**config.mk**
```make
export PLATFORM = sky130hd
export DESIGN_NAME = food_placer
export DESIGN_NICKNAME = d
export VERILOG_FILES = /design/src/rtl/food_placer_pkg.sv /design/src/rtl/food_placer.sv
export SDC_FILE = /design/constraint.sdc
export NUM_CORES = 1
export LEC_CHECK = 0
export CAP_MARGIN = 25
export CELL_PAD_IN_SITES_DETAIL_PLACEMENT = 0
export CELL_PAD_IN_SITES_GLOBAL_PLACEMENT = 2
export CORE_MARGIN = 2
export CORE_UTILIZATION = 30
export CTS_BUF_LIST = sky130_fd_sc_hd__clkbuf_16
export CTS_CLUSTER_DIAMETER = 60
export DETAILED_ROUTE_END_ITERATION = 12
export PLACE_DENSITY = 0.88
export SKIP_LAST_GASP = 1
export SYNTH_ARGS = -nofsm -noshare
export SYNTH_HDL_FRONTEND = slang
export SYNTH_SLANG_ARGS = --single-unit
```
**constraint.sdc**
```tcl
create_clock -name clk_out -period 3.06 [get_ports clk_out]
set_input_delay 0.612 -clock clk_out [delete_from_list [all_inputs] [get_ports clk_out]]
set_output_delay 0.612 -clock clk_out [all_outputs]
set_load 0.005 [all_outputs]
```
**src/rtl/food_placer_pkg.sv**
```systemverilog
// food_placer_pkg: shared constants and the FSM state type for the
// food placement block (16x16 board, 4-bit coordinates, 8-bit score).
package food_placer_pkg;

  localparam int COORD_W   = 4;
  localparam int SCORE_W   = 8;
  localparam int BOARD_DIM = 16;

  // Placement FSM encoding.
  typedef enum logic [1:0] {
    CHECK   = 2'd0,
    RESP    = 2'd1,
    ADVANCE = 2'd2,
    IDLE    = 2'd3
  } state_t;

endpackage

```
**src/rtl/food_placer.sv**
```systemverilog
// food_placer: consumes candidate coordinates from the food generator,
// looks each one up in the snake-body occupancy map and commits the first
// free one as the food position. When the head lands on the food it pulses
// grow, bumps a saturating score and starts the next placement.
//
// Ports
//   clk_out             system clock, rising edge
//   rst_n               asynchronous active-low reset
//   head_x/head_y       snake head position, qualified by head_valid pulse
//   cand_x/cand_y       generator candidate, advanced by an eaten pulse
//   eaten               one-cycle advance request to the generator
//   occ_rd_en/x/y       occupancy map read strobe and address
//   occ_rd_data         occupancy answer, sampled the cycle after the strobe
//   food_x/food_y       committed food position, food_valid qualifies it
//   grow                one-cycle pulse when the snake eats
//   score               foods eaten, saturating
//   board_full          sticky: a candidate was forced onto an occupied cell
module food_placer
  import food_placer_pkg::*;
#(
  parameter int COORD_W   = food_placer_pkg::COORD_W,
  parameter int MAX_RETRY = 9,
  parameter int SCORE_W   = food_placer_pkg::SCORE_W
) (
  input  logic               clk_out,
  input  logic               rst_n,
  input  logic [COORD_W-1:0] head_x,
  input  logic [COORD_W-1:0] head_y,
  input  logic               head_valid,
  input  logic [COORD_W-1:0] cand_x,
  input  logic [COORD_W-1:0] cand_y,
  output logic               eaten,
  output logic               occ_rd_en,
  output logic [COORD_W-1:0] occ_rd_x,
  output logic [COORD_W-1:0] occ_rd_y,
  input  logic               occ_rd_data,
  output logic [COORD_W-1:0] food_x,
  output logic [COORD_W-1:0] food_y,
  output logic               food_valid,
  output logic               grow,
  output logic [SCORE_W-1:0] score,
  output logic               board_full
);

  localparam int RETRY_W = $clog2(MAX_RETRY + 1);

  state_t               state_r;
  state_t               state_nxt_s;
  logic [RETRY_W-1:0]   retry_r;
  logic [RETRY_W-1:0]   retry_nxt_s;
  logic                 eaten_nxt_s;
  logic                 rd_en_nxt_s;
  logic [COORD_W-1:0]   rd_x_nxt_s;
  logic [COORD_W-1:0]   rd_y_nxt_s;
  logic [COORD_W-1:0]   food_x_nxt_s;
  logic [COORD_W-1:0]   food_y_nxt_s;
  logic                 food_valid_nxt_s;
  logic                 grow_nxt_s;
  logic [SCORE_W-1:0]   score_nxt_s;
  logic                 board_full_nxt_s;
  logic                 hit_s;
  logic                 commit_s;

  assign hit_s = head_valid && (head_x == food_x) && (head_y == food_y);

  // Commit on a free cell, or unconditionally once the retry budget is spent.
  assign commit_s = !occ_rd_data || (retry_r == RETRY_W'(MAX_RETRY));

  // Next-state and next-output logic for the placement FSM.
  always_comb begin
    state_nxt_s      = state_r;
    retry_nxt_s      = retry_r;
    eaten_nxt_s      = 1'b0;
    rd_en_nxt_s      = 1'b0;
    rd_x_nxt_s       = occ_rd_x;
    rd_y_nxt_s       = occ_rd_y;
    food_x_nxt_s     = food_x;
    food_y_nxt_s     = food_y;
    food_valid_nxt_s = food_valid;
    grow_nxt_s       = 1'b0;
    score_nxt_s      = score;
    board_full_nxt_s = board_full;
    case (state_r)
      CHECK: begin
        // The read address register doubles as the held candidate: it is
        // only rewritten in the next CHECK, after this candidate resolves.
        rd_en_nxt_s = 1'b1;
        rd_x_nxt_s  = cand_x;
        rd_y_nxt_s  = cand_y;
        state_nxt_s = RESP;
      end
      RESP: begin
        if (commit_s) begin
          food_x_nxt_s     = occ_rd_x;
          food_y_nxt_s     = occ_rd_y;
          food_valid_nxt_s = 1'b1;
          board_full_nxt_s = board_full | occ_rd_data;
          retry_nxt_s      = '0;
          state_nxt_s      = IDLE;
        end else begin
          retry_nxt_s = retry_r + RETRY_W'(1);
          eaten_nxt_s = 1'b1;
          state_nxt_s = ADVANCE;
        end
      end
      ADVANCE: begin
        // eaten is high during this cycle; the generator advances on the
        // edge that leaves it, so CHECK sees the new candidate.
        state_nxt_s = CHECK;
      end
      IDLE: begin
        if (hit_s) begin
          grow_nxt_s       = 1'b1;
          score_nxt_s      = (score == {SCORE_W{1'b1}}) ? score : score + SCORE_W'(1);
          food_valid_nxt_s = 1'b0;
          eaten_nxt_s      = 1'b1;
          state_nxt_s      = ADVANCE;
        end else begin
          state_nxt_s = IDLE;
        end
      end
      default: begin
        state_nxt_s = CHECK;
      end
    endcase
  end

  // State, retry counter and all registered outputs.
  always_ff @(posedge clk_out or negedge rst_n) begin
    if (!rst_n) begin
      state_r    <= CHECK;
      retry_r    <= '0;
      eaten      <= 1'b0;
      occ_rd_en  <= 1'b0;
      occ_rd_x   <= '0;
      occ_rd_y   <= '0;
      food_x     <= '0;
      food_y     <= '0;
      food_valid <= 1'b0;
      grow       <= 1'b0;
      score      <= '0;
      board_full <= 1'b0;
    end else begin
      state_r    <= state_nxt_s;
      retry_r    <= retry_nxt_s;
      eaten      <= eaten_nxt_s;
      occ_rd_en  <= rd_en_nxt_s;
      occ_rd_x   <= rd_x_nxt_s;
      occ_rd_y   <= rd_y_nxt_s;
      food_x     <= food_x_nxt_s;
      food_y     <= food_y_nxt_s;
      food_valid <= food_valid_nxt_s;
      grow       <= grow_nxt_s;
      score      <= score_nxt_s;
      board_full <= board_full_nxt_s;
    end
  end

endmodule
```
==> flow_summary.yaml <==
synthesis:
  synth_warnings: 0
  synth_nets: 147
  yosysSeqAreaShare: 0.566
  yosysTopAreaCell: "dfrtp_1"
  synth.cell_area_mm2: 0.00155
  synthFlopType: "dfrtp_1"
  synth_cell_types: 26
  syn_inst: 124
  yosysMostFrequentCell: "dfrtp_1"
  synth_commonest_cells: "35 x dfrtp_1, 17 x mux2_2, 8 x o21ai_0, 8 x xnor2_1"
  synth_top_area_frac: 0.566
  yosys-top-cells-area: "dfrtp_1 57%, mux2_2 12%, xnor2_1 4.5%, and3_1 2.8%, o21ai_0 2.6%"
  ys_ff_latch: 35
  synth_edf_count: 0
  synth.avg_cell_area_um2: 12.5
  synth-async-reset-ratio: 1.00
critical_path:
  r2r_start: "food_x[3]$_DFFE_PN0P_"
  worstPathArrival_ns: 2.56
  path_max_fanout: 9
  critical_path_class: "in2reg"
  startpoint: "head_x[3]"
  end_kind: "flip-flop"
  critPathRequiredTime_ns: 3.22
  critPathLaunchType: "input pin"
place:
  gp_congestion: 0.850
  pre_cts_slack_ns: 0.358
  place_hpwl_um: 2500
  place_inst: 241
  port_buffers: 48
  dpl_cell_area_mm2: 0.00212
cells_and_area:
  fin_cells: 248
  drive_above_1_share: 0.169
  design_area_mm2: 0.00228
  areaGrowthSynthToFinish_pct: 47.4
  n_fill_cell: 488
  antenna_cells: 0
  num-nets-final: 201
die:
  ios: 49
  core_area_mm2: 0.00504
  die_w_um: 75.8
  die_area_mm2: 0.00574
  start_util: 0.307
  fp-row-count: 26
  die_y_um: 75.8
global_route:
  track_usage: 0.133
  gr-total-overflow: 0
  grt_pass1_vias: 1228
  grt_max_degree: 36
  grt_antenna_before_repair: 0
  grt_pass1_wl_um: 5820
cts:
  cts-root-buf: "clkbuf_16"
  htree_num_levels: 2
  post_cts_resized: 0
  clock-sinks: 35
  cts_max_path_buffers: 2
  clk_pin_slew_ns: 0.05
  clock_latency_ns: 0.27
  tritoncts: "built"
  cts_setup_buffers: 0
  holdBufCountCts: 0
  cts_made_buffers: 5
detailed_routing:
  drc_errors: 0
  avgRoutedWirePerCell_um: 13.5
  viasPerCell: 4.64
  num_vias: 1150
  dr.pass1.iters: 4
  drt_iter0_markers: 43
  postRouteAntennaNets: 0
  finalWirelength_um: 3340
hold_path:
  hold_path.class: "reg2reg"
  hp-start: "state_r[0]$_DFF_PN0_"
timing:
  finalCriticalPeriod_ns: 2.40
  rsz0062_at_grt: "no"
  setup_violations: 0
  finClkSkew_ns: 0.00400
  tightest_slew_ns: 0.831
  fin_crit_sh: 0.784
  setup_slack_ns: 0.662
  tns_ns: 0
  finalHoldViolations: 0
  final_max_slew_viol_count: 0
  clock.fmax_mhz: 417
  max_slew_margin: 0.444
run_status:
  run_status: "completed"
pwr:
  p_leak_nw: 0.972
  ir_drop_mv: 0.283
  p_per_area_mw_per_mm2: 847
  finalPower_w: 0.00193
job:
  drv_cap: 0
==> per-layer routing <==
| metal | GRT usage | up-vias | wire length [µm] |
|---|---|---|---|
| met5 | 0 | - | 0 |
| met1 | 0.170 | 572 | 1510 |
| met4 | 0.0390 | 0 | 25 |
| met3 | 0.0410 | 4 | 169 |
| li1 | - | 543 | - |
| met2 | 0.217 | 31 | 1630 |
==> metrics by stage <==
step | hold WS [ns] | util
CTS | 0.433 | 0.452
global route | 0.467 | 0.452
finish | 0.434 | 0.452
floorplan | 0.316 | -
detailed placement | 0.428 | 0.420
global placement | 0.425 | 0.420
==> area by class of cell <==
cell class | instances | area (µm²) | area share
clock inverter | 2 | 37.5 | 0.0165
sequential | 35 | 876 | 0.384
tap | 70 | 87.6 | 0.0384
timing repair buffer | 50 | 495 | 0.217
clock buffer | 5 | 125 | 0.0549
multi-input combinational | 80 | 636 | 0.279
inverter | 6 | 22.5 | 0.00988
==> registers in the layout, indices dropped and copies added (netlist names), 2 cells and up <==
name,cells
score,8
food_x,4
food_y,4
occ_rd_x,4
occ_rd_y,4
retry_r,4
state_r,2
==> final timing paths <==
check,cells past startpoint,slack [ns],to
max reg2reg,5,1.01,score[1]$_DFFE_PN0P_
min,0,0.43,state_r[1]$_DFF_PN0_
max,6,0.66,score[1]$_DFFE_PN0P_
min in group asynchronous,2,0.75,occ_rd_x[1]$_DFFE_PN0P_
min reg2reg,0,0.43,state_r[1]$_DFF_PN0_
max in group asynchronous,2,2.00,grow$_DFF_PN0_
==> report_power, final <==
| part | total [W] | internal, W | leakage [nW] | switching (W) |
|---|---|---|---|---|
| sequential | 0.000759 | 0.000621 | 0.435 | 0.000137 |
| clock | 0.000552 | 0.000379 | 0.0759 | 0.000173 |
| combinational | 0.000620 | 0.000405 | 0.462 | 0.000216 |
==> worst max-delay path, cell delays in order <==
cell and delay, ns:
clkdlybuf4s50_1 0.47, xnor2_1 0.11, nand4_1 0.17, a2111oi_4 0.59, and3_4 0.31, mux2_4 0.29
==> kinds of logic (layout without fill, tap and decap cells) <==
group,count (synthesis),after routing,share of synthesized area
adder cells (fa/ha/maj),3,3,0.0243
XOR/XNOR,10,10,0.0566
AND/OR/NAND/NOR,34,34,0.123
multiplexers,18,18,0.133
flip-flops,35,35,0.566
AO/OA/AOI/OAI,15,15,0.0736
buffers and inverters,9,63,0.0227
==> cell usage in the layout (no fill, tap or decap) <==
cell / netlist / final
clkdlybuf4s50_1: 0 / 48
dfrtp_1: 35 / 35
mux2_2: 17 / 17
xnor2_1: 8 / 8
o21ai_0: 8 / 8
and3_1: 7 / 7
nand2_1: 7 / 7
inv_1: 6 / 6
nand4_1: 5 / 5
nand2b_1: 5 / 5
clkbuf_16: 0 / 5
nand3_1: 4 / 4
ha_1: 3 / 3
xor2_1: 2 / 2
nor2_1: 2 / 2
nor2b_1: 2 / 2
buf_4: 0 / 2
o22ai_1: 1 / 1
a2111oi_4: 1 / 1
o2111a_1: 1 / 1
or2_2: 1 / 1
a31oi_1: 1 / 1
o21a_1: 1 / 1
a21o_1: 1 / 1
o31ai_1: 1 / 1
and3_4: 1 / 1
mux2_4: 1 / 1
bufinv_16: 0 / 1
clkinvlp_4: 0 / 1
Power figures use the tool's default switching activity.
